`config.mk`:
```
export PLATFORM = sky130hd
export DESIGN_NAME = grad_mag_orient
export DESIGN_NICKNAME = d
export VERILOG_FILES = /design/src/rtl/sift_pkg.sv /design/src/rtl/grad_octant.sv /design/src/rtl/grad_mag_orient.sv
export SDC_FILE = /design/constraint.sdc
export NUM_CORES = 1
export LEC_CHECK = 0
export CAP_MARGIN = 20
export CORE_UTILIZATION = 51
export CTS_CLUSTER_DIAMETER = 40
export DETAILED_ROUTE_END_ITERATION = 16
export PLACE_DENSITY = 0.89
export SLEW_MARGIN = 0
export SYNTH_ARGS = -nofsm -noshare
export SYNTH_HDL_FRONTEND = slang
export SYNTH_SLANG_ARGS = --single-unit
```
`constraint.sdc`:
```
create_clock -name clk_in -period 2.4 [get_ports clk_in]
set_input_delay 0.48 -clock clk_in [delete_from_list [all_inputs] [get_ports clk_in]]
set_output_delay 0.48 -clock clk_in [all_outputs]
set_load 0.05 [all_outputs]
```
`src/rtl/sift_pkg.sv`:
```
// Shared types and constants for the gradient magnitude/orientation stage.
package sift_pkg;

    localparam int ORI_BINS = 8;
    localparam int BIN_W    = $clog2(ORI_BINS);

    typedef enum logic [1:0] {
        IDLE  = 2'd0,
        RUN   = 2'd1,
        DRAIN = 2'd2
    } state_t;

endpackage

```
`src/rtl/grad_octant.sv`:
```
// Combinational magnitude approximation and exact 45-degree orientation binning
// of one (gx, gy) gradient pair.
module grad_octant
    import sift_pkg::*;
#(
    parameter int BIT_DEPTH = 8
) (
    input  logic signed [BIT_DEPTH:0] gx,
    input  logic signed [BIT_DEPTH:0] gy,
    output logic        [BIT_DEPTH:0] mag,
    output logic        [BIN_W-1:0]   bin
);

    localparam logic [BIT_DEPTH:0] ONE = {{BIT_DEPTH{1'b0}}, 1'b1};

    logic [BIT_DEPTH:0]   ax;
    logic [BIT_DEPTH:0]   ay;
    logic [BIT_DEPTH:0]   mx;
    logic [BIT_DEPTH:0]   mn;
    logic [BIT_DEPTH:0]   half;
    logic [BIT_DEPTH+1:0] sum;
    logic                 gx_neg;
    logic                 gy_neg;
    logic                 gx_pos;
    logic                 gy_pos;
    logic                 ay_ge_ax;
    logic                 ax_ge_ay;

    // The unsigned BIT_DEPTH+1 bit result holds |-2^BIT_DEPTH| exactly.
    always_comb begin
        ax = gx[BIT_DEPTH] ? (~gx + ONE) : gx;
        ay = gy[BIT_DEPTH] ? (~gy + ONE) : gy;
    end

    always_comb begin
        ay_ge_ax = (ay >= ax);
        ax_ge_ay = (ax >= ay);
        mx       = ax_ge_ay ? ax : ay;
        mn       = ax_ge_ay ? ay : ax;
        half     = mn >> 1;
        sum      = {1'b0, mx} + {1'b0, half};
        mag      = sum[BIT_DEPTH+1] ? {(BIT_DEPTH+1){1'b1}} : sum[BIT_DEPTH:0];
    end

    always_comb begin
        gx_neg = gx[BIT_DEPTH];
        gy_neg = gy[BIT_DEPTH];
        gx_pos = !gx[BIT_DEPTH] && (gx != '0);
        gy_pos = !gy[BIT_DEPTH] && (gy != '0);
    end

    // Each quadrant is half-open so axis and diagonal angles land in the higher bin.
    always_comb begin
        bin = 3'd0;
        if (gx_pos && !gy_neg) begin
            bin = ay_ge_ax ? 3'd1 : 3'd0;
        end else if (!gx_pos && gy_pos) begin
            bin = ax_ge_ay ? 3'd3 : 3'd2;
        end else if (gx_neg && !gy_pos) begin
            bin = ay_ge_ax ? 3'd5 : 3'd4;
        end else if (!gx_neg && gy_neg) begin
            bin = ax_ge_ay ? 3'd7 : 3'd6;
        end
    end

endmodule

```
`src/rtl/grad_mag_orient.sv`:
```
// Full-frame pass over the gradient BRAMs producing per-pixel magnitude and
// orientation bin, written 3 cycles after each read address is issued.
module grad_mag_orient
    import sift_pkg::*;
#(
    parameter  int WIDTH     = 64,
    parameter  int HEIGHT    = 64,
    parameter  int BIT_DEPTH = 8,
    localparam int NPIX      = WIDTH * HEIGHT,
    localparam int AW        = $clog2(NPIX)
) (
    input  logic                  clk_in,
    input  logic                  rst_in,
    input  logic                  start_in,
    output logic [AW-1:0]         grad_read_addr,
    output logic                  grad_read_valid,
    input  logic signed [BIT_DEPTH:0] gx_in,
    input  logic signed [BIT_DEPTH:0] gy_in,
    output logic [AW-1:0]         mag_write_addr,
    output logic                  mag_write_valid,
    output logic [BIT_DEPTH:0]    mag_out,
    output logic [AW-1:0]         ori_write_addr,
    output logic                  ori_write_valid,
    output logic [BIN_W-1:0]      ori_bin_out,
    output logic                  busy_out,
    output logic                  done_out,
    output state_t                fsm_state
);

    // Strobes are plain valids with no back-pressure: an address/data word is
    // meaningful exactly in the cycles its valid is high, and is never stalled.

    localparam logic [AW-1:0] LAST = AW'(NPIX - 1);

    state_t                state;
    state_t                next_state;
    logic                  done_set;
    logic                  pipe_v1;
    logic                  pipe_v2;
    logic [AW-1:0]         pipe_a1;
    logic [AW-1:0]         pipe_a2;
    logic [BIT_DEPTH:0]    mag_c;
    logic [BIN_W-1:0]      bin_c;

    always_ff @(posedge clk_in or posedge rst_in) begin
        if (rst_in) begin
            state <= IDLE;
        end else begin
            state <= next_state;
        end
    end

    always_comb begin
        next_state = state;
        done_set   = 1'b0;
        case (state)
            IDLE: begin
                if (start_in) begin
                    next_state = RUN;
                end
            end
            RUN: begin
                if (grad_read_addr == LAST) begin
                    next_state = DRAIN;
                end
            end
            DRAIN: begin
                if (mag_write_valid && (mag_write_addr == LAST)) begin
                    next_state = IDLE;
                    done_set   = 1'b1;
                end
            end
            default: begin
                next_state = IDLE;
            end
        endcase
    end

    assign fsm_state = state;
    assign busy_out  = (state != IDLE);

    // Address counter restarts at 0 whenever the next cycle is the first of RUN.
    always_ff @(posedge clk_in or posedge rst_in) begin
        if (rst_in) begin
            grad_read_addr  <= '0;
            grad_read_valid <= 1'b0;
            done_out        <= 1'b0;
        end else begin
            grad_read_valid <= (next_state == RUN);
            grad_read_addr  <= ((state == RUN) && (next_state == RUN)) ?
                               grad_read_addr + AW'(1) : '0;
            done_out        <= done_set;
        end
    end

    // Two stages matching the BRAM read latency.
    always_ff @(posedge clk_in or posedge rst_in) begin
        if (rst_in) begin
            pipe_v1 <= 1'b0;
            pipe_v2 <= 1'b0;
            pipe_a1 <= '0;
            pipe_a2 <= '0;
        end else begin
            pipe_v1 <= grad_read_valid;
            pipe_v2 <= pipe_v1;
            pipe_a1 <= grad_read_addr;
            pipe_a2 <= pipe_a1;
        end
    end

    grad_octant #(
        .BIT_DEPTH (BIT_DEPTH)
    ) u_octant (
        .gx  (gx_in),
        .gy  (gy_in),
        .mag (mag_c),
        .bin (bin_c)
    );

    always_ff @(posedge clk_in or posedge rst_in) begin
        if (rst_in) begin
            mag_write_valid <= 1'b0;
            ori_write_valid <= 1'b0;
            mag_write_addr  <= '0;
            ori_write_addr  <= '0;
            mag_out         <= '0;
            ori_bin_out     <= '0;
        end else begin
            mag_write_valid <= pipe_v2;
            ori_write_valid <= pipe_v2;
            if (pipe_v2) begin
                mag_write_addr <= pipe_a2;
                ori_write_addr <= pipe_a2;
                mag_out        <= mag_c;
                ori_bin_out    <= bin_c;
            end
        end
    end

endmodule

```
==> results by group, run 1 <==
Outcome
  – Outcome: finished, violations left
  – Failing checks: negative setup slack

Power
  – LEAKAGE: 0.00261 uW
  – Sw Share: 35.7%
  – Clock network fraction of design power: 25.3%
  – Int Power: 2710 uW
  – Switching pwr: 1500 uW
  – Sequential power share: 30.0%
  – Worst VDD drop: 0.444 mV
  – PD cells: 763 nW/um^2
  – Comb power frac: 44.7%
  – Total Power: 4210 uW

Timing
  – Worst clock skew: 0.0134 ns
  – Sum Neg Setup Slack: -18.61 ns
  – Final period utilization: 187%
  – Worst setup margin: -2.09 ns
  – RSZ-0062 raised after global routing: yes
  – Hold_ws: 0.344 ns
  – Tmin final: 4.49 ns
  – Relative slew slack: 63.8%
  – Fmax: 0.223 GHz
  – Pins Over Slew Limit: 0
  – Final setup fails: 10
  – Worst-Margin Slew: 0.542 ns
  – Final hold vios: 0

Detailed routing
  – Antenna Nets Post-Route: 0
  – Wirelength per Cell: 19.3 um
  – DRC: 0
  – Initial DRT Pass Iterations: 4
  – Via Count: 3164
  – Total Routed Length: 10900 um
  – Via-per-instance ratio: 5.61
  – DR iter-0 viols: 125

Setup path
  – Slowest CP cell: or4_1
  – Crit path capture type: flop
  – Worst path required time: 2.63 ns
  – Type of origin of the critical path: input pin
  – Most common cell on crit path: ha_4
  – Critical path cell sequence: buf_8 -> inv_4 -> ha_4 -> or3b_4 -> nor4b_4 -> nand2_2 -> ha_4 -> nand4_1 -> nor3_4 -> a211oi_4 -> nor2_4 -> buf_12 -> buf_12 -> a21oi_4 -> ha_4 -> fa_2 -> a211oi_2 -> nor2_1 -> or4_1 -> o2111ai_2 -> nor4b_4 -> a211oi_2
  – Buf/Inv on CP: 4
  – Critical path class: in2reg
  – Critical path peak fanout: 4
  – Slowest stage delay, CP: 0.43 ns
  – Top Family by Delay on Critical Path: simple AND/OR/NAND/NOR gates
  – Arrival time of the worst setup path: 4.72 ns

Placed design
  – Routability Congestion: 0.990
  – HPWL after detailed placement: 6700 um
  – PortBufs: 75
  – DP Cell Count: 531

Clocking
  – CTS tree: yes
  – Clk_lat worst skew: 0.35 ns
  – Root Buffer: clkbuf_8
  – Worst-path clk slew: 0.08 ns
  – Clock Path Buffers: 2
  – Clock sink count: 67
  – H-tree depth: 3
  – Hold Buf Count CTS: 0
  – Num CTS Buffers: 9

Final layout
  – Area of the multi-input gates: 1970 sq um
  – Nets@finish: 521
  – Fin cells: 564
  – Fillers: 343
  – Register Area: 1680 sq um
  – Final Util: 81.8%
  – Ratio of cells with drive above 1 in the final layout: 37.0%
  – Area grow syn2layout: 55.5%
  – Antenna Cells: 0

Logic synthesis
  – Avg Inst Size Synth: 10.8 sq um
  – Post-synthesis cell count: 328
  – Post-Syn Area: 3550 sq um
  – Top_reg_cell synth: dfrtp_1
  – Sequential fraction of the synthesis area: 47.2%
  – Syn. warnings: 0
  – Yosys cell types: 52
  – Post-synthesis net count: 370
  – Number of flops mapped to enable cells by yosys: 0
  – Synth Register Bits: 67
  – Asr flop ratio synth: 100%

Global routing
  – Largest net degree at the start of global routing: 36
  – Initial antenna violation count: 0
  – Number of global-route vias before repair: 3323
  – Global route overflow: 0
  – Gr usage total: 30.7%
  – Global-route wire length before repair: 16700 um

Flow run
  – Count of max-cap constraint violations: 0

Worst hold path
  – Min-delay worst type: reg2reg

Floorplan
  – Core area: 6760 sq um
  – Starting Density: 52.6%
  – I/O Pins: 76
  – Die height: 85.5 um
  – Die area: 7300 sq um
  – DIE WIDTH: 85.5 um
  – Standard-cell rows: 30
-- layout make-up --
cell class / instances / share of cell area, %
sequential: 67 / 30.4
clock buffer: 11 / 2.56
tap: 80 / 1.81
clock inverter: 5 / 1.52
timing repair buffer: 162 / 26.4
multi-input combinational: 219 / 35.7
inverter: 20 / 1.63
-- final timing paths --
check	startpoint	end	slack [ns]	cells past startpoint
max in group asynchronous	rst_in	ori_write_addr[1]$_DFFE_PP0P_	1.33	3
worst max register to register	grad_read_addr[0]$_DFF_PP0_	fsm_state[0]$_DFF_PP0_	0.57	5
worst max-delay path	gx_in[1]	mag_out[8]$_DFFE_PP0P_	-2.09	22
worst min-delay path	pipe_a1[8]$_DFF_PP0_	pipe_a2[8]$_DFF_PP0_	0.34	0
worst min register to register	pipe_a1[8]$_DFF_PP0_	pipe_a2[8]$_DFF_PP0_	0.34	0
min in group asynchronous	rst_in	done_out$_DFF_PP0_	0.49	2
-- layout by cell type (no fill, tap or decap), types with 11 or more instances in the layout --
| cell | instances |
|---|---|
| nand2_1 | 11 |
| mux2i_1 | 13 |
| dfrtp_1 | 67 |
| inv_1 | 13 |
| ha_1 | 13 |
| mux2_2 | 13 |
| buf_4 | 81 |
| nor2_1 | 28 |
| clkdlybuf4s50_1 | 61 |
| xor2_1 | 18 |
-- metal layers --
metal	up-vias	GRT usage [%]	routed length (um)
met4	0	18.8	538
met1	1550	37.4	4300
met3	48	7.59	545
li1	1439	-	-
met5	-	0	0
met2	127	49.2	5500
-- power by group through the flow --
stage	combinational [uW]	sequential, uW	clock, uW
2_1_floorplan	690	1570	0
3_3_place_gp	1530	1280	0
3_5_place_dp	1590	1280	0
4_1_cts	1690	1260	1080
5_1_grt	2000	1270	1140
6_report	1880	1260	1070
-- synthesized netlist by cell type, types with 4 or more instances --
master	count	share of area [%]
dfrtp_1	67	47
nor2_1	32	3.4
xor2_1	21	5.2
mux2i_1	15	4.2
nand4_1	4	0.70
xnor2_1	7	1.7
mux2_2	13	4.1
o21ai_0	6	0.85
a21oi_1	12	1.7
nand3_1	9	1.3
o21ai_1	4	0.56
and3_1	6	1.1
inv_1	20	2.1
clkbuf_1	5	0.53
nand2_1	14	1.5
ha_1	20	7.0
a31oi_1	9	1.6
buf_4	13	2.7
o31ai_1	4	0.85
-- stage by stage --
step                instance area [sq um]  worst slack [ns]
CTS                                  5330             -1.97
global route                         5520             -2.26
detailed placement                   4890             -2.71
floorplan                            3650             -1.93
finish                               5520             -2.09
global placement                     4890             -2.58
-- logic make-up after synthesis --
kind of cell | share of synthesized area, %
AOI/OAI and AO/OA | 10.6
xor gates and xnor gates | 6.90
adders and majority gates | 7.61
buffers and inverters | 5.88
DFF | 47.2
muxes | 8.35
and+or+nand+nor | 13.4
-- flip-flops by register name, indices dropped and copies added, names as in the netlist --
signal           cells
ori_write_valid      1
done_out             1
fsm_state            2
pipe_a2             12
mag_out              9
pipe_v2              1
pipe_v1              1
grad_read_valid      1
pipe_a1             12
ori_write_addr      12
grad_read_addr      12
ori_bin_out          3
-- timing repair --
| action | in CTS | in global routing |
|---|---|---|
| buffers inserted | 10 | 11 |
| endpoints found under the setup margin | 10 | 10 |
| pin swaps | 35 | 30 |
| resized for setup | 48 | 35 |
No activity file was read; power rests on OpenSTA's default activity.
==> inputs of run 2 (changes only) <==
--- a/config.mk
+++ b/config.mk
@@ -6,10 +6,10 @@
 export NUM_CORES = 1
 export LEC_CHECK = 0
 export CAP_MARGIN = 20
-export CORE_UTILIZATION = 51
+export CORE_UTILIZATION = 55
 export CTS_CLUSTER_DIAMETER = 40
 export DETAILED_ROUTE_END_ITERATION = 16
-export PLACE_DENSITY = 0.89
+export PLACE_DENSITY = 0.94
 export SLEW_MARGIN = 0
 export SYNTH_ARGS = -nofsm -noshare
 export SYNTH_HDL_FRONTEND = slang
==> constraint.sdc (replaced) <==
create_clock -name clk_in -period 5.2 [get_ports clk_in]
set_input_delay 1.04 -clock clk_in [delete_from_list [all_inputs] [get_ports clk_in]]
set_output_delay 1.04 -clock clk_in [all_outputs]
set_load 0.05 [all_outputs]
==> results by group, run 2 (synthesis gave the netlist of run 1 again) <==
Outcome
  – Outcome: finished, violations left (unchanged)
  – Failing checks: negative setup slack (unchanged)

Timing
  – Relative slew slack: 45.0% (was 63.8%)
  – Pins Over Slew Limit: 0 (unchanged)
  – Hold_ws: 0.343 ns (was 0.344 ns)
  – Final setup fails: 9 (was 10)
  – Worst clock skew: 0.0113 ns (was 0.0134 ns)
  – Worst setup margin: -0.320 ns (was -2.09 ns)
  – Fmax: 0.181 GHz
  – Final period utilization: 106%
  – Worst-Margin Slew: 0.826 ns (was 0.542 ns)
  – RSZ-0062 raised after global routing: yes (unchanged)
  – Final hold vios: 0 (unchanged)
  – Tmin final: 5.52 ns

Floorplan
  – Starting Density: 58.6% (was 52.6%)
  – DIE WIDTH: 82.4 um (was 85.5 um)
  – Die area: 6780 sq um (was 7300 sq um)
  – Core area: 6060 sq um (was 6760 sq um)
  – I/O Pins: 76 (unchanged)
  – Die height: 82.4 um (was 85.5 um)
  – Standard-cell rows: 28 (was 30)

Power
  – PD cells: 353 nW/um^2 (was 763 nW/um^2)
  – LEAKAGE: 0.00265 uW (was 0.00261 uW)
  – Worst VDD drop: 0.346 mV (was 0.444 mV)

Global routing
  – Global-route wire length before repair: 17900 um (was 16700 um)
  – Gr usage total: 38.1% (was 30.7%)
  – GR Util met3: 13.6% (was 7.59%)
  – Number of global-route vias before repair: 3435 (was 3323)
  – GR Util met2: 64.7% (was 49.2%)
  – Largest net degree at the start of global routing: 68 (was 36)
  – Global route overflow: 0 (unchanged)
  – Met1 Resource Use GR: 38.9% (was 37.4%)
  – Initial antenna violation count: 0 (unchanged)
  – Busiest layer in global routing: met2 (unchanged)

Final layout
  – Nets@finish: 528 (was 521)
  – Antenna Cells: 0 (unchanged)
  – Area grow syn2layout: 55.6% (was 55.5%)
  – Final instance area: 5530 sq um (was 5520 sq um)
  – Area of the multi-input gates: 2000 sq um (was 1970 sq um)
  – Fillers: 214 (was 343)
  – Register Area: 1680 sq um (unchanged)
  – Most frequent cells in the layout: buf_4 (89), dfrtp_1 (67), clkdlybuf4s50_1 (62), nor2_1 (27), xor2_1 (15) (was buf_4 (81), dfrtp_1 (67), clkdlybuf4s50_1 (61), nor2_1 (28), xor2_1 (18))
  – Ratio of cells with drive above 1 in the final layout: 38.8% (was 37.0%)
  – Fin cells: 565 (was 564)
  – Commonest non-fill, non-tap cell in the layout: buf_4 (unchanged)

Placed design
  – HPWL after detailed placement: 7060 um (was 6700 um)
  – DP Cell Count: 522 (was 531)
  – Dpl ws: -0.840 ns (was -2.71 ns)
  – PortBufs: 75 (unchanged)
  – Routability Congestion: 0.882 (was 0.990)
  – Post-DP Area: 4770 sq um (was 4890 sq um)

Setup path
  – Critical path class: in2reg (unchanged)
  – Critical path peak fanout: 4 (unchanged)
  – Type of origin of the critical path: input pin (unchanged)
  – Worst path required time: 5.46 ns (was 2.63 ns)
  – FF-to-FF setup slack: 3.31 ns (was 0.57 ns)
  – Crit path launch: gx_in[0] (was gx_in[1])
  – R2R Path Start: grad_read_addr[3]$_DFF_PP0_ (was grad_read_addr[0]$_DFF_PP0_)
  – Critical Path Sink: mag_out[8]$_DFFE_PP0P_ (unchanged)
  – Crit path capture type: flop (unchanged)
  – Arrival time of the worst setup path: 5.78 ns (was 4.72 ns)
  – Reg2reg end: fsm_state[0]$_DFF_PP0_ (unchanged)
  – Worst reg-to-reg path cell count: 5 (unchanged)

Worst hold path
  – Min-delay worst type: reg2reg (unchanged)
  – Worst Hold Launch: pipe_a1[1]$_DFF_PP0_ (was pipe_a1[8]$_DFF_PP0_)

Detailed routing
  – Antenna Nets Post-Route: 0 (unchanged)
  – Wirelength per Cell: 25.9 um (was 19.3 um)
  – Via Count: 3673 (was 3164)
  – Initial DRT Pass Iterations: 6 (was 4)
  – Via-per-instance ratio: 6.50 (was 5.61)
  – Total Routed Length: 14600 um (was 10900 um)
  – DR iter-0 viols: 311 (was 125)
  – DRC: 0 (unchanged)

Clocking
  – Worst-path clk slew: 0.09 ns (was 0.08 ns)
  – Clock Path Buffers: 2 (unchanged)
  – Num CTS Buffers: 9 (unchanged)
  – Hold Buf Count CTS: 0 (unchanged)
  – Clk_lat worst skew: 0.37 ns (was 0.35 ns)
  – Root Buffer: clkbuf_8 (unchanged)
  – Clock sink count: 67 (unchanged)
  – CTS tree: yes (unchanged)
  – H-tree depth: 3 (unchanged)

Flow run
  – Count of max-cap constraint violations: 0 (unchanged)
==> run 2: cell count changes in the layout (fill, tap and decap cells not counted), sizes merged <==
cell / change
clkinv: +2
clkbuf: -3
bufinv: -2
dlymetal6s2s: +6
clkdlybuf4s50: +1
buf: +7
dlygate4sd2: -4
clkdlybuf4s15: -1
==> run 2: worst min-delay path by stage <==
stage / end / cells past startpoint
floorplan: pipe_a2[0]$_DFF_PP0_ / 0
global placement: pipe_a2[7]$_DFF_PP0_ / 0
detailed placement: pipe_a2[1]$_DFF_PP0_ / 0
CTS: pipe_a2[1]$_DFF_PP0_ / 0
global route: pipe_a2[1]$_DFF_PP0_ / 0
finish: pipe_a2[1]$_DFF_PP0_ / 0
==> run 2: layout make-up <==
cell class	count	share of cell area, %
Sequential cell	67	30.3
Timing Repair Buffer	169	27.2
Multi-Input combinational cell	219	36.2
Clock inverter	5	0.679
Clock buffer	10	2.49
Inverter	20	1.40
Tap cell	75	1.70
==> run 2: timing repair <==
action,CTS,global route
resized for setup,24,74
buffers inserted,12,15
endpoints found under the setup margin,9,9
gates cloned,1,0
pin swaps,10,38
==> run 2: report_power, final <==
group / internal, uW / leakage [uW] / total (uW) / switching [uW]
registers: 561 / 0.000816 / 588 / 27.3
clock network: 185 / 0.0000848 / 410 / 225
logic: 417 / 0.00175 / 952 / 535
==> run 2: worst max-delay path, cell delays in order <==
cell,delay [ns]
buf_8,0.10
or4_4,0.57
o41ai_4,0.35
xor2_2,0.37
ha_4,0.28
nand4_1,0.24
nor3_4,0.07
buf_6,0.13
a211oi_4,0.28
nor2_4,0.11
buf_6,0.15
nand2_2,0.06
o21ai_2,0.06
ha_2,0.21
fa_2,0.41
a211oi_2,0.25
nor2_2,0.07
or4_1,0.54
o2111ai_2,0.12
nor4b_4,0.27
a211oi_2,0.08
==> run 2: per-stage QoR <==
step,TNS (ns),power [uW],util (%)
after floorplan,0,1020,-
after global placement,-2.13,1270,78.4
after detailed placement,-4.46,1310,78.6
after CTS,0,1740,85.0
after global routing,-2.74,2000,91.2
final,-1.62,1950,91.2
==> run 2: layer usage <==
layer / share of wire (%) / wire length, um
met4: 9.6 / 1410
met2: 48 / 7070
met5: 0 / 0
met1: 32 / 4730
met3: 9.6 / 1400
==> inputs of run 3 (changes only) <==
--- a/config.mk
+++ b/config.mk
@@ -6,11 +6,11 @@
 export NUM_CORES = 1
 export LEC_CHECK = 0
 export CAP_MARGIN = 20
-export CORE_UTILIZATION = 55
+export CORE_UTILIZATION = 46
 export CTS_CLUSTER_DIAMETER = 40
 export DETAILED_ROUTE_END_ITERATION = 16
-export PLACE_DENSITY = 0.94
-export SLEW_MARGIN = 0
+export PLACE_DENSITY = 0.85
+export SLEW_MARGIN = 5
 export SYNTH_ARGS = -nofsm -noshare
 export SYNTH_HDL_FRONTEND = slang
 export SYNTH_SLANG_ARGS = --single-unit
==> constraint.sdc (replaced) <==
create_clock -name clk_in -period 4.6 [get_ports clk_in]
set_input_delay 0.92 -clock clk_in [delete_from_list [all_inputs] [get_ports clk_in]]
set_output_delay 0.92 -clock clk_in [all_outputs]
set_load 0.05 [all_outputs]
==> results by group, run 3 (synthesis gave the netlist of run 1 again) <==
Setup path
  – Arrival time of the worst setup path: 5.06 ns (was 5.78 ns)
  – Critical path peak fanout: 5 (was 4)
  – Reg2reg end: grad_read_valid$_DFF_PP0_ (was fsm_state[0]$_DFF_PP0_)
  – Crit path launch: gx_in[0] (unchanged)
  – Critical Path Sink: mag_out[8]$_DFFE_PP0P_ (unchanged)
  – Type of origin of the critical path: input pin (unchanged)
  – Worst reg-to-reg path cell count: 5 (unchanged)
  – Crit path capture type: flop (unchanged)
  – Critical path class: in2reg (unchanged)
  – R2R Path Start: grad_read_addr[0]$_DFF_PP0_ (was grad_read_addr[3]$_DFF_PP0_)
  – Worst path required time: 4.84 ns (was 5.46 ns)
  – FF-to-FF setup slack: 2.76 ns (was 3.31 ns)

Floorplan
  – Die height: 89.9 um (was 82.4 um)
  – I/O Pins: 76 (unchanged)
  – Core area: 7370 sq um (was 6060 sq um)
  – DIE WIDTH: 89.9 um (was 82.4 um)
  – Starting Density: 48.2% (was 58.6%)
  – Standard-cell rows: 31 (was 28)
  – Die area: 8080 sq um (was 6780 sq um)

Worst hold path
  – Min-delay worst type: reg2reg (unchanged)

Power
  – LEAKAGE: 0.00256 uW (was 0.00265 uW)
  – Worst VDD drop: 0.238 mV (was 0.346 mV)
  – Total Power: 2170 uW (was 1950 uW)
  – PD cells: 394 nW/um^2 (was 353 nW/um^2)

Timing
  – Worst-Margin Slew: 0.909 ns (was 0.826 ns)
  – Worst setup margin: -0.219 ns (was -0.320 ns)
  – RSZ-0062 raised after global routing: yes (unchanged)
  – Fmax: 0.207 GHz
  – Tmin final: 4.82 ns
  – Final period utilization: 105%
  – Final setup fails: 9 (unchanged)
  – Final hold vios: 0 (unchanged)
  – Relative slew slack: 39.3% (was 45.0%)
  – Pins Over Slew Limit: 0 (unchanged)
  – Worst clock skew: 0.0111 ns (was 0.0113 ns)

Placed design
  – HPWL after detailed placement: 6220 um (was 7060 um)
  – Routability Congestion: 0.815 (was 0.882)
  – PortBufs: 75 (unchanged)
  – DP Cell Count: 545 (was 522)

Flow run
  – Count of max-cap constraint violations: 0 (unchanged)

Detailed routing
  – Total Routed Length: 10700 um (was 14600 um)
  – Via-per-instance ratio: 5.47 (was 6.50)
  – Antenna Nets Post-Route: 0 (unchanged)
  – Via Count: 3190 (was 3673)
  – DRC: 0 (unchanged)
  – Initial DRT Pass Iterations: 4 (was 6)
  – Wirelength per Cell: 18.4 um (was 25.9 um)
  – DR iter-0 viols: 208 (was 311)

Clocking
  – Clk_lat worst skew: 0.35 ns (was 0.37 ns)
  – Worst-path clk slew: 0.09 ns (about the same)
  – CTS tree: yes (unchanged)
  – Clock Path Buffers: 2 (unchanged)
  – H-tree depth: 3 (unchanged)
  – Hold Buf Count CTS: 0 (unchanged)
  – Root Buffer: clkbuf_8 (unchanged)
  – Num CTS Buffers: 9 (unchanged)
  – Clock sink count: 67 (unchanged)

Outcome
  – Outcome: finished, violations left (unchanged)
  – Failing checks: negative setup slack (unchanged)

Final layout
  – Commonest non-fill, non-tap cell in the layout: buf_4 (unchanged)
  – Final Util: 74.6% (was 91.2%)
  – Antenna Cells: 0 (unchanged)
  – Area grow syn2layout: 54.8% (was 55.6%)
  – Ratio of cells with drive above 1 in the final layout: 37.6% (was 38.8%)
  – Most frequent cells in the layout: buf_4 (81), dfrtp_1 (67), clkdlybuf4s50_1 (63), nor2_1 (29), xor2_1 (15) (was buf_4 (89), dfrtp_1 (67), clkdlybuf4s50_1 (62), nor2_1 (27), xor2_1 (15))
  – Nets@finish: 521 (was 528)
  – Fin cells: 583 (was 565)

Global routing
  – Global route overflow: 0 (unchanged)
  – Global-route wire length before repair: 15700 um (was 17900 um)
  – Initial antenna violation count: 0 (unchanged)
  – Gr usage total: 24.7% (was 38.1%)
  – Largest net degree at the start of global routing: 46 (was 68)
  – Number of global-route vias before repair: 3236 (was 3435)
-- run 3: cell count changes in the layout (fill, tap and decap cells not counted), sizes merged, moves of 2 or more --
cell,change
dlymetal6s2s,-9
clkdlybuf4s15,+2
inv,+2
dlygate4sd2,+4
buf,-7
-- run 3: power by group --
part | switching [uW] | total [uW] | internal (uW) | leakage [uW]
clock | 261 | 520 | 260 | 0.000102
combinational | 527 | 983 | 456 | 0.00165
sequential | 29.3 | 664 | 634 | 0.000816
total | 817 | 2170 | 1350 | 0.00256
-- run 3: per-layer routing --
metal | GRT usage [%] | wire [um]
met5 | 0 | 0
met4 | 11.2 | 547
met3 | 5.33 | 604
met2 | 46.1 | 5630
met1 | 26.7 | 3960
-- run 3: repair_timing --
item | CTS | global route
setup endpoints to repair | 9 | 9
pin swaps | 26 | 28
hold endpoints to repair | 0 | 0
buffers inserted | 10 | 11
resized for setup | 58 | 35
gates cloned | 1 | 0
-- run 3: through the flow --
step | setup slack (ns) | hold WS [ns] | TNS [ns] | cell area [sq um]
after global routing | -0.381 | 0.361 | -2.27 | 5500
after CTS | -0.0654 | 0.354 | -0.0738 | 5280
after global placement | -0.706 | 0.332 | -5.66 | 4830
after floorplan | -0.219 | 0.331 | -0.571 | 3610
final | -0.219 | 0.354 | -1.11 | 5500
after detailed placement | -0.867 | 0.336 | -7.04 | 4830
-- run 3: critical path: stages --
cell,delay (ns)
buf_8,0.11
inv_6,0.05
ha_4,0.12
or3b_4,0.42
nor4b_4,0.37
nand2_2,0.14
ha_4,0.26
a21oi_1,0.19
nand2_1,0.13
a211oi_4,0.26
nor2_2,0.10
buf_6,0.14
nor2_1,0.10
a21oi_1,0.05
ha_2,0.20
fa_2,0.34
a211oi_2,0.24
nor2_2,0.07
or4_4,0.44
o2111ai_4,0.09
nor4b_4,0.25
a211oi_2,0.05
-- run 3: area by class of cell --
class	instances	area [sq um]
timing repair buffer	162	1420
inverter	20	82.6
multi-input combinational	219	1990
clock inverter	7	83.8
fill	449	1870
clock buffer	9	124
tap	99	124
sequential	67	1680
-- run 3: worst min-delay path by stage --
stage	endpoint	slack, ns	from	depth (start not counted)
global placement	pipe_a2[1]$_DFF_PP0_	0.33	pipe_a1[1]$_DFF_PP0_	0
floorplan	pipe_a2[0]$_DFF_PP0_	0.33	pipe_a1[0]$_DFF_PP0_	0
finish	pipe_v2$_DFF_PP0_	0.35	pipe_v1$_DFF_PP0_	0
CTS	pipe_v2$_DFF_PP0_	0.35	pipe_v1$_DFF_PP0_	0
detailed placement	pipe_a2[4]$_DFF_PP0_	0.34	pipe_a1[4]$_DFF_PP0_	0
global route	pipe_a2[1]$_DFF_PP0_	0.36	pipe_a1[1]$_DFF_PP0_	0
